### config.mk
export PLATFORM = sky130hd
export DESIGN_NAME = pong_game_controller_flat
export DESIGN_NICKNAME = d
export VERILOG_FILES = /design/src/rtl/pong_game_controller_if.sv /design/src/rtl/pong_game_controller.sv /design/src/flat_wrapper.sv
export SDC_FILE = /design/constraint.sdc
export NUM_CORES = 1
export LEC_CHECK = 0
export BUFFER_PORTS_ARGS = -buffer_cell sky130_fd_sc_hd__buf_4
export CAP_MARGIN = 25
export CORE_MARGIN = 3
export CORE_UTILIZATION = 49
export CTS_CLUSTER_DIAMETER = 40
export DETAILED_ROUTE_END_ITERATION = 6
export PLACE_DENSITY_LB_ADDON = 0.1
export SYNTH_ARGS = -nofsm -noshare
export SYNTH_HDL_FRONTEND = slang
export SYNTH_SLANG_ARGS = --single-unit
### constraint.sdc
create_clock -name i_CLK -period 2 [get_ports i_CLK]
set_input_delay 0.5 -clock i_CLK [delete_from_list [all_inputs] [get_ports i_CLK]]
set_output_delay 0.5 -clock i_CLK [all_outputs]
set_load 0.02 [all_outputs]
### src/rtl/pong_game_controller_if.sv
// Control/status bundle between the Pong game-flow sequencer and its surroundings.
interface pong_game_controller_if;
    logic       tick;
    logic       key_valid;
    logic [7:0] key_byte;
    logic       p1_scored;
    logic       p2_scored;
    logic       ball_en;
    logic       ball_reset;
    logic       serve_dir;
    logic       paddles_en;
    logic [3:0] p1_score;
    logic [3:0] p2_score;
    logic [1:0] winner;
    logic [2:0] state;

    modport master (
        output tick, key_valid, key_byte, p1_scored, p2_scored,
        input  ball_en, ball_reset, serve_dir, paddles_en, p1_score, p2_score, winner, state
    );

    modport slave (
        input  tick, key_valid, key_byte, p1_scored, p2_scored,
        output ball_en, ball_reset, serve_dir, paddles_en, p1_score, p2_score, winner, state
    );
endinterface

### src/rtl/pong_game_controller.sv
// Pong game-flow sequencer: keys/ticks/score pulses in, registered Moore control out, 1-cycle latency.
// No backpressure; optional pause state enabled by defining PONG_PAUSE_EN.
module pong_game_controller #(
    parameter int WIN_SCORE   = 7,
    parameter int SERVE_TICKS = 60,
    parameter int POINT_TICKS = 90,
    parameter int START_KEY   = 32,
    parameter int PAUSE_KEY   = 112
) (
    input  logic                   i_CLK,
    input  logic                   i_RST,
    pong_game_controller_if.slave  bus
);
    typedef enum logic [2:0] {
        ST_IDLE  = 3'd0,
        ST_SERVE = 3'd1,
        ST_PLAY  = 3'd2,
        ST_POINT = 3'd3,
        ST_OVER  = 3'd4,
        ST_PAUSE = 3'd5
    } state_t;

    localparam int MAX_TICKS = (SERVE_TICKS > POINT_TICKS) ? SERVE_TICKS : POINT_TICKS;
    localparam int CNT_W     = (MAX_TICKS > 1) ? $clog2(MAX_TICKS + 1) : 1;

`ifdef PONG_PAUSE_EN
    localparam bit PAUSE_EN = 1'b1;
`else
    localparam bit PAUSE_EN = 1'b0;
`endif

    state_t           state_q, state_nx;
    logic [CNT_W-1:0] cnt_q, cnt_nx;
    logic [3:0]       p1_q, p1_nx;
    logic [3:0]       p2_q, p2_nx;
    logic [1:0]       winner_q, winner_nx;
    logic             serve_dir_q, serve_dir_nx;
    logic             ball_en_q, ball_reset_q, paddles_en_q;

    logic key_start;
    logic key_pause;
    logic p1_only;
    logic p2_only;
    logic [3:0] p1_inc;
    logic [3:0] p2_inc;

    assign key_start = bus.key_valid && (bus.key_byte == 8'(START_KEY));
    assign key_pause = bus.key_valid && (bus.key_byte == 8'(PAUSE_KEY)) && PAUSE_EN;
    assign p1_only   = bus.p1_scored && !bus.p2_scored;
    assign p2_only   = bus.p2_scored && !bus.p1_scored;
    assign p1_inc    = p1_q + 4'd1;
    assign p2_inc    = p2_q + 4'd1;

    always_comb begin
        state_nx     = state_q;
        cnt_nx       = cnt_q;
        p1_nx        = p1_q;
        p2_nx        = p2_q;
        winner_nx    = winner_q;
        serve_dir_nx = serve_dir_q;
        case (state_q)
            ST_IDLE, ST_OVER: begin
                if (key_start) begin
                    state_nx  = ST_SERVE;
                    cnt_nx    = CNT_W'(SERVE_TICKS);
                    p1_nx     = 4'd0;
                    p2_nx     = 4'd0;
                    winner_nx = 2'd0;
                end
            end
            ST_SERVE: begin
                if (cnt_q == '0) begin
                    state_nx = ST_PLAY;
                end else if (bus.tick) begin
                    cnt_nx = cnt_q - CNT_W'(1);
                end
            end
            ST_POINT: begin
                if (cnt_q == '0) begin
                    state_nx = ST_SERVE;
                    cnt_nx   = CNT_W'(SERVE_TICKS);
                end else if (bus.tick) begin
                    cnt_nx = cnt_q - CNT_W'(1);
                end
            end
            ST_PLAY: begin
                // Scoring has priority over a pause key arriving in the same cycle.
                if (p1_only) begin
                    p1_nx        = p1_inc;
                    serve_dir_nx = 1'b1;
                    if (p1_inc == 4'(WIN_SCORE)) begin
                        state_nx  = ST_OVER;
                        winner_nx = 2'd1;
                    end else begin
                        state_nx = ST_POINT;
                        cnt_nx   = CNT_W'(POINT_TICKS);
                    end
                end else if (p2_only) begin
                    p2_nx        = p2_inc;
                    serve_dir_nx = 1'b0;
                    if (p2_inc == 4'(WIN_SCORE)) begin
                        state_nx  = ST_OVER;
                        winner_nx = 2'd2;
                    end else begin
                        state_nx = ST_POINT;
                        cnt_nx   = CNT_W'(POINT_TICKS);
                    end
                end else if (bus.p1_scored && bus.p2_scored) begin
                    state_nx = ST_POINT;
                    cnt_nx   = CNT_W'(POINT_TICKS);
                end else if (key_pause) begin
                    state_nx = ST_PAUSE;
                end
            end
            ST_PAUSE: begin
                if (key_pause) begin
                    state_nx = ST_PLAY;
                end
            end
            default: begin
                state_nx = ST_IDLE;
            end
        endcase
    end

    // Control outputs decode the next state so they move on the same edge as state_q.
    always_ff @(posedge i_CLK) begin
        if (i_RST) begin
            state_q      <= ST_IDLE;
            cnt_q        <= '0;
            p1_q         <= 4'd0;
            p2_q         <= 4'd0;
            winner_q     <= 2'd0;
            serve_dir_q  <= 1'b0;
            ball_en_q    <= 1'b0;
            ball_reset_q <= 1'b1;
            paddles_en_q <= 1'b0;
        end else begin
            state_q      <= state_nx;
            cnt_q        <= cnt_nx;
            p1_q         <= p1_nx;
            p2_q         <= p2_nx;
            winner_q     <= winner_nx;
            serve_dir_q  <= serve_dir_nx;
            ball_en_q    <= (state_nx == ST_PLAY);
            ball_reset_q <= (state_nx == ST_IDLE) || (state_nx == ST_SERVE) || (state_nx == ST_OVER);
            paddles_en_q <= (state_nx == ST_SERVE) || (state_nx == ST_PLAY);
        end
    end

    assign bus.state      = state_q;
    assign bus.p1_score   = p1_q;
    assign bus.p2_score   = p2_q;
    assign bus.winner     = winner_q;
    assign bus.serve_dir  = serve_dir_q;
    assign bus.ball_en    = ball_en_q;
    assign bus.ball_reset = ball_reset_q;
    assign bus.paddles_en = paddles_en_q;
endmodule
### src/flat_wrapper.sv
// flat-port wrapper written by rule: the top's interface ports become plain ports
module pong_game_controller_flat 
#(
    parameter int WIN_SCORE   = 7,
    parameter int SERVE_TICKS = 60,
    parameter int POINT_TICKS = 90,
    parameter int START_KEY   = 32,
    parameter int PAUSE_KEY   = 112
)
  (i_CLK, i_RST, bus_tick, bus_key_valid, bus_key_byte, bus_p1_scored, bus_p2_scored, bus_ball_en, bus_ball_reset, bus_serve_dir, bus_paddles_en, bus_p1_score, bus_p2_score, bus_winner, bus_state);
  pong_game_controller_if bus_i ();
  input  logic i_CLK;
  input  logic i_RST;
  input wire logic [$bits(bus_i.tick)-1:0] bus_tick;
  input wire logic [$bits(bus_i.key_valid)-1:0] bus_key_valid;
  input wire logic [$bits(bus_i.key_byte)-1:0] bus_key_byte;
  input wire logic [$bits(bus_i.p1_scored)-1:0] bus_p1_scored;
  input wire logic [$bits(bus_i.p2_scored)-1:0] bus_p2_scored;
  output wire logic [$bits(bus_i.ball_en)-1:0] bus_ball_en;
  output wire logic [$bits(bus_i.ball_reset)-1:0] bus_ball_reset;
  output wire logic [$bits(bus_i.serve_dir)-1:0] bus_serve_dir;
  output wire logic [$bits(bus_i.paddles_en)-1:0] bus_paddles_en;
  output wire logic [$bits(bus_i.p1_score)-1:0] bus_p1_score;
  output wire logic [$bits(bus_i.p2_score)-1:0] bus_p2_score;
  output wire logic [$bits(bus_i.winner)-1:0] bus_winner;
  output wire logic [$bits(bus_i.state)-1:0] bus_state;
  assign bus_i.tick = bus_tick;
  assign bus_i.key_valid = bus_key_valid;
  assign bus_i.key_byte = bus_key_byte;
  assign bus_i.p1_scored = bus_p1_scored;
  assign bus_i.p2_scored = bus_p2_scored;
  assign bus_ball_en = bus_i.ball_en;
  assign bus_ball_reset = bus_i.ball_reset;
  assign bus_serve_dir = bus_i.serve_dir;
  assign bus_paddles_en = bus_i.paddles_en;
  assign bus_p1_score = bus_i.p1_score;
  assign bus_p2_score = bus_i.p2_score;
  assign bus_winner = bus_i.winner;
  assign bus_state = bus_i.state;
  pong_game_controller #(.WIN_SCORE(WIN_SCORE), .SERVE_TICKS(SERVE_TICKS), .POINT_TICKS(POINT_TICKS), .START_KEY(START_KEY), .PAUSE_KEY(PAUSE_KEY)) u_core (.i_CLK(i_CLK), .i_RST(i_RST), .bus(bus_i));
endmodule
# After elaboration in Yosys (flattened, before gate mapping)
# Index checks and enable logic that the tools add are counted.
dict set report op_classes {
  add_sub_neg 3
  n_eq_ne 22
  mux 33
  reduce_logical 21
}
# cell count
set ops {}
lappend ops {{2-to-1 mux 7 bit} 9}
lappend ops {{case mux 7 bit (4 select lines)} 1}
lappend ops {{2-to-1 mux 3 bit} 8}
lappend ops {{2-to-1 mux 4 bit} 4}
lappend ops {{case mux 4 bit (2 select lines)} 2}
lappend ops {{case mux 3 bit (5 select lines)} 1}
lappend ops {{2-to-1 mux 2 bit} 5}
lappend ops {{equality test 3 x 2 -> 1 bit, second input constant} 3}
lappend ops {{equality test 3 bit, second input constant} 3}
lappend ops {{adder 4 x 1 -> 4 bit, second input constant} 2}
lappend ops {{equality test 4 x 3 -> 1 bit, second input constant} 2}
lappend ops {{equality test 8 x 6 -> 1 bit, second input constant} 1}
lappend ops {{zero test 7 bit} 1}
lappend ops {{subtractor 7 x 1 -> 7 bit, second input constant} 1}
lappend ops {{equality test 3 x 1 -> 1 bit, second input constant} 2}
lappend ops {{zero test 3 bit} 2}
lappend ops {{!= test 2 x 1 -> 1 bit, second input constant} 3}
lappend ops {{!= test 3 x 1 -> 1 bit, second input constant} 2}
lappend ops {{!= test 3 bit, second input constant} 2}
lappend ops {{AND reduction 6 bit} 1}
lappend ops {{AND reduction 5 bit} 1}
lappend ops {{logical AND 1 bit} 4}
lappend ops {{!= test 2 bit, second input constant} 2}
lappend ops {{!= test 4 x 1 -> 1 bit, second input constant} 1}
lappend ops {{other kinds (11)} 16}
dict set report totals {
  register_bits 24
  input_bits 14
  output_inout_bits 17
  word_cells 88
}

# Logic depth before layout (Yosys ltp)
dict set report logic_depth {
  depth_word 9
  ltp_mapped 9
  ltp_nobuf 8
}

# Worst setup path before layout
# Ideal clock, no wire load.
dict set report synth_path {
  path_kind {flip-flop to flip-flop}
  start {reg u_core.p2_q[0] (netlist: u_core.bus.p2_score[0])}
  end {reg u_core.cnt_q[2]}
  setup_ps 129
  arrival_ps 1998
  required_time_ps 1871
  setup_slack_ps -127
  path_stages_with_launch 9
  path_buffers 1
  synth_period_minus_slack_ps 2127
  path_cell_list {dfxtp_1 > ha_1 > or4bb_1 > o41a_1 > o22ai_1 > a211o_2 > buf_6 > mux2i_1 > nor2_1}
}
dict set report synth_between {
  elab_chain_len 4
}
# item line
set synth_lines {}
lappend synth_lines {{start, declared} pong_game_controller.sv:35} ;# logic [3:0] p2_q, p2_nx;
lappend synth_lines {{start signal, assigned} pong_game_controller.sv:142} ;# p2_q <= p2_nx;
lappend synth_lines {{adder 4 x 1 -> 4 bit} pong_game_controller.sv:52} ;# assign p2_inc = p2_q + 4'd1;
lappend synth_lines {{equality test 4 x 3 -> 1 bit} pong_game_controller.sv:101} ;# if (p2_inc == 4'(WIN_SCORE)) begin
lappend synth_lines {{!= test 4 x 3 -> 1 bit (no line)} n/a}
lappend synth_lines {{AND reduction 6 bit (no line)} n/a}
lappend synth_lines {{end signal, assigned} pong_game_controller.sv:140} ;# cnt_q <= cnt_nx;
lappend synth_lines {{end, declared} pong_game_controller.sv:33} ;# logic [CNT_W-1:0] cnt_q, cnt_nx;
# Every way passes these cells.
# A chain may end at the register's enable or synchronous reset.

# Final worst setup path
dict set report layout_path {
  start {reg u_core.cnt_q[2]}
  end {reg u_core.cnt_q[2]}
}
dict set report layout_between {
  elab_chain_len 4
  word_cells_on_any_way 8
  classes_between {add/sub: 1; eq/ne: 1; mux: 4; reduce/logical: 2}
}
# item line
set layout_lines {}
lappend layout_lines {{subtractor 7 x 1 -> 7 bit} {pong_game_controller.sv:75, pong_game_controller.sv:83}}
lappend layout_lines {{2-to-1 mux 7 bit} {pong_game_controller.sv:74, pong_game_controller.sv:82}}
lappend layout_lines {{2-to-1 mux 7 bit, on equally long branches} {pong_game_controller.sv:79, pong_game_controller.sv:72}}
lappend layout_lines {{case mux 7 bit (4 select lines)} pong_game_controller.sv:61} ;# case (state_q)
# Several ways; a longest one is shown, not always the timed one. The select of a mux whose other input is x is not followed.

==> flow_summary.json <==
{
  "final_common_cell": "sky130_fd_sc_hd__buf_4",
  "post_drt_wl_per_cell_um": 14.39,
  "relSlewSlack_pct": 70.49,
  "drc_errors": 0,
  "sequential_element_share_of_the_synthesized_area_pct": 31.02,
  "wire_length_of_the_first_global_routing_pass_um": 7169,
  "run_status": "complete, but fails checks",
  "worst_setup_path_startpoint": "u_core.cnt_q[2]$_SDFFE_PP0P_",
  "numPortBuffers": 30,
  "timing.final.ws_setup_ns": -0.04741,
  "synthesis.nets": 215,
  "achievable-frequency_mhz": 488.4,
  "number_of_antenna_violations_at_the_first_check_in_global_routing": 0,
  "num_vias": 1633,
  "critical-path-top-delay-family": "simple AND/OR/NAND/NOR gates",
  "place.detailed.hpwl_um": 3054,
  "antennaDiodeCount": 0,
  "syn_inst": 192,
  "place_inst": 281,
  "insertion_delay_ns": 0.33,
  "place.gp.congestion": 0.8549,
  "grt_setup_unrepaired": "yes",
  "critPathLaunchType": "register",
  "fp.dieW_um": 62.23,
  "track_usage_pct": 21.96,
  "synth_async_sr_flop_share_pct": 0,
  "synth_top_flop_cell": "sky130_fd_sc_hd__dfxtp_1",
  "floorplan.core_area_um2": 2877,
  "drv.max_cap_violation_count": 0,
  "mappedNetlistArea_um2": 1549,
  "globalRoute.totalOverflow": 0,
  "fin_cells": 289,
  "start_util_pct": 53.85,
  "flop2flop_setup_slack_ns": -0.05,
  "r2r-start": "u_core.cnt_q[2]$_SDFFE_PP0P_",
  "worstRegToRegCells": 6,
  "ys_seq_elements": 24,
  "timing.clock.skew_ns": 0.003439,
  "final_min_period_over_clock_period_pct": 102.4,
  "die_area_um2": 3872,
  "critical_path.reg2reg.endpoint": "u_core.cnt_q[2]$_SDFFE_PP0P_",
  "areaGrowthSynthToFinish_pct": 37.24,
  "cts.sinks": 24,
  "die_y_um": 62.23,
  "cp.required_ns": 2.23,
  "syn_avg_cell_area_um2": 8.068,
  "endpoints_failing_setup": 4,
  "drt_wl_total_um": 4160,
  "clock_path_buffers": 2,
  "violations": "negative setup slack",
  "crit_path_max_fanout": 4,
  "library_cells_used_by_synthesis": 49,
  "design.final.nets": 271,
  "timing.critical_path.to_type": "register",
  "drt_first_pass_iters": 4,
  "tritoncts": "yes",
  "clkTransAtPathRegs_ns": 0.14,
  "largest_net_degree_at_the_start_of_global_routing": 23,
  "p_leak_nw": 0.8951,
  "timing.critical_path.to": "u_core.cnt_q[2]$_SDFFE_PP0P_",
  "finalHoldViolations": 0,
  "drt-initial-drc-count": 89,
  "cts_root_buffer": "sky130_fd_sc_hd__clkbuf_4",
  "antenna_violating_nets_post_route": 0,
  "critical_path.n_buffers_inverters": 0,
  "setup.worst_path.class": "register to register",
  "post_drt_via_cell_ratio": 5.651,
  "most-common-layout-cells": "sky130_fd_sc_hd__buf_4 (57), sky130_fd_sc_hd__nor2_1 (21), sky130_fd_sc_hd__dfxtp_1 (19)",
  "number_of_flops_mapped_to_enable_cells_by_yosys": 0,
  "placementRows": 19,
  "htree_num_levels": 1,
  "cts_hold_repair.buffers": 0,
  "ioPinCount": 31,
  "worst_pin_slew_ns": 0.4413,
  "first_global_vias": 1666,
  "slowest_delay_ns": 0.58,
  "layout_cell_share_with_drive_strength_beyond_1_pct": 36.03,
  "critical_path_cell_count": 6,
  "synthesis.yosys.warnings": 0,
  "dpl_worst_slack_ns": -0.1304,
  "hold_class": "register to register",
  "power_density_nw_per_um2": 433.8,
  "cp_data_arrival_time_ns": 2.28,
  "post-route-min-period_ns": 2.047,
  "worst_path_max_delay_cell": "sky130_fd_sc_hd__or4_4",
  "cts-buffers-inserted": 3,
  "timing_max_transition_violations_final": 0,
  "crit_path_cell_trace": "or4_4 > nor4_4 > a21o_1 > a211o_1 > mux2i_1 > nor2_1",
  "worst_ir_drop_vdd_uv": 287.6
}
Yosys cell counts (2+ instances only):
master	n	share of area (%)
sky130_fd_sc_hd__a21o_1	3	1.5
sky130_fd_sc_hd__a21oi_1	15	4.8
sky130_fd_sc_hd__a21oi_2	2	1.1
sky130_fd_sc_hd__a31oi_1	9	3.6
sky130_fd_sc_hd__and2_1	3	1.2
sky130_fd_sc_hd__buf_6	2	1.5
sky130_fd_sc_hd__clkbuf_1	4	0.97
sky130_fd_sc_hd__dfxtp_1	24	31
sky130_fd_sc_hd__ha_1	9	7.3
sky130_fd_sc_hd__inv_1	10	2.4
sky130_fd_sc_hd__nand2_1	17	4.1
sky130_fd_sc_hd__nand2b_1	4	1.6
sky130_fd_sc_hd__nand3_1	6	1.9
sky130_fd_sc_hd__nand3b_1	2	0.97
sky130_fd_sc_hd__nor2_1	21	5.1
sky130_fd_sc_hd__nor2b_1	3	1.2
sky130_fd_sc_hd__nor3_1	5	1.6
sky130_fd_sc_hd__nor3b_1	2	0.97
sky130_fd_sc_hd__nor4_4	2	2.7
sky130_fd_sc_hd__o2111a_1	2	1.5
sky130_fd_sc_hd__o211ai_1	2	0.97
sky130_fd_sc_hd__o21a_1	2	0.97
sky130_fd_sc_hd__o21ai_0	13	4.2
sky130_fd_sc_hd__or3_1	5	2.0
flip-flops by register name, summed over array words and instances, names as in the netlist:
signal / cells
u_core.bus.ball_reset: 1
u_core.bus.serve_dir: 1
u_core.cnt_q: 7
u_core.bus.winner: 2
u_core.bus.paddles_en: 1
u_core.bus.p2_score: 4
u_core.bus.p1_score: 4
u_core.bus.ball_en: 1
u_core.bus.state: 3
power by group:
| group | internal (mW) | switching (mW) |
|---|---|---|
| Sequential | 0.476 | 0.000640 |
| Combinational | 0.0398 | 0.0421 |
| Clock | 0.203 | 0.161 |
cells by family (layout without fill, tap and decap cells):
group | Yosys count | after routing | share of synthesized area (%)
compound gates | 61 | 62 | 26.33
xor+xnor | 1 | 1 | 0.5655
fa+ha+maj | 9 | 9 | 7.270
buf+inv | 17 | 71 | 5.169
flops | 24 | 24 | 31.02
mux | 1 | 1 | 0.6462
simple gates | 79 | 79 | 29.00
how the worst min path moves through the flow:
stage | depth (start not counted) | startpoint | end
after floorplan | 2 | u_core.cnt_q[6]$_SDFFE_PP0P_ | u_core.cnt_q[6]$_SDFFE_PP0P_
after global placement | 2 | u_core.bus.serve_dir$_SDFFE_PP0P_ | u_core.bus.serve_dir$_SDFFE_PP0P_
after detailed placement | 2 | u_core.bus.serve_dir$_SDFFE_PP0P_ | u_core.bus.serve_dir$_SDFFE_PP0P_
after CTS | 2 | i_RST | u_core.cnt_q[1]$_SDFFE_PP0P_
after global routing | 2 | i_RST | u_core.cnt_q[1]$_SDFFE_PP0P_
final | 2 | u_core.bus.serve_dir$_SDFFE_PP0P_ | u_core.bus.serve_dir$_SDFFE_PP0P_
through the flow:
| stage | power (mW) | utilization [%] | cell area, um^2 | hold WS, ns | setup TNS, ns |
|---|---|---|---|---|---|
| after floorplan | 0.5264 | - | 1560 | 0.4623 | -0.0006877 |
| after global placement | 0.5620 | 68.68 | 1976 | 0.4651 | -0.1515 |
| after CTS | 0.9231 | 72.99 | 2100 | 0.4936 | -0.05682 |
| after global routing | 0.9605 | 73.90 | 2126 | 0.5095 | -0.7944 |
| final | 0.9221 | 73.90 | 2126 | 0.4966 | -0.1225 |
| after detailed placement | 0.5648 | 68.68 | 1976 | 0.4846 | -0.3317 |
tightest hold or removal path, stage by stage (launching register included):
cell and delay, ns:
sky130_fd_sc_hd__dfxtp_1 0.34, sky130_fd_sc_hd__o21ai_0 0.07, sky130_fd_sc_hd__a21oi_1 0.07
repair_timing:
| action | in CTS | in global routing |
|---|---|---|
| pin swaps | 6 | 4 |
| cloned | 1 | 0 |
| buffers inserted | 2 | 1 |
| resized for setup | 11 | 6 |
| endpoints found under the setup margin | 8 | 11 |
layer usage:
metal / vias to the layer above / track usage (%) / wire length [um]
met5: - / 0 / 0
met3: 5 / 2.703 / 180
met1: 775 / 24.67 / 1671
li1: 816 / - / -
met2: 37 / 42.88 / 2267
met4: 0 / 6.077 / 40
cell type report:
cell class,count,area (um^2)
Fill cell,218,750.7
Clock inverter,1,30.03
Inverter,10,37.54
Tap cell,42,52.55
Clock buffer,3,22.52
Timing Repair Buffer,57,427.9
Sequential cell,24,491.7
Multi-Input combinational cell,152,1064
(Power assumes the default switching activity.)
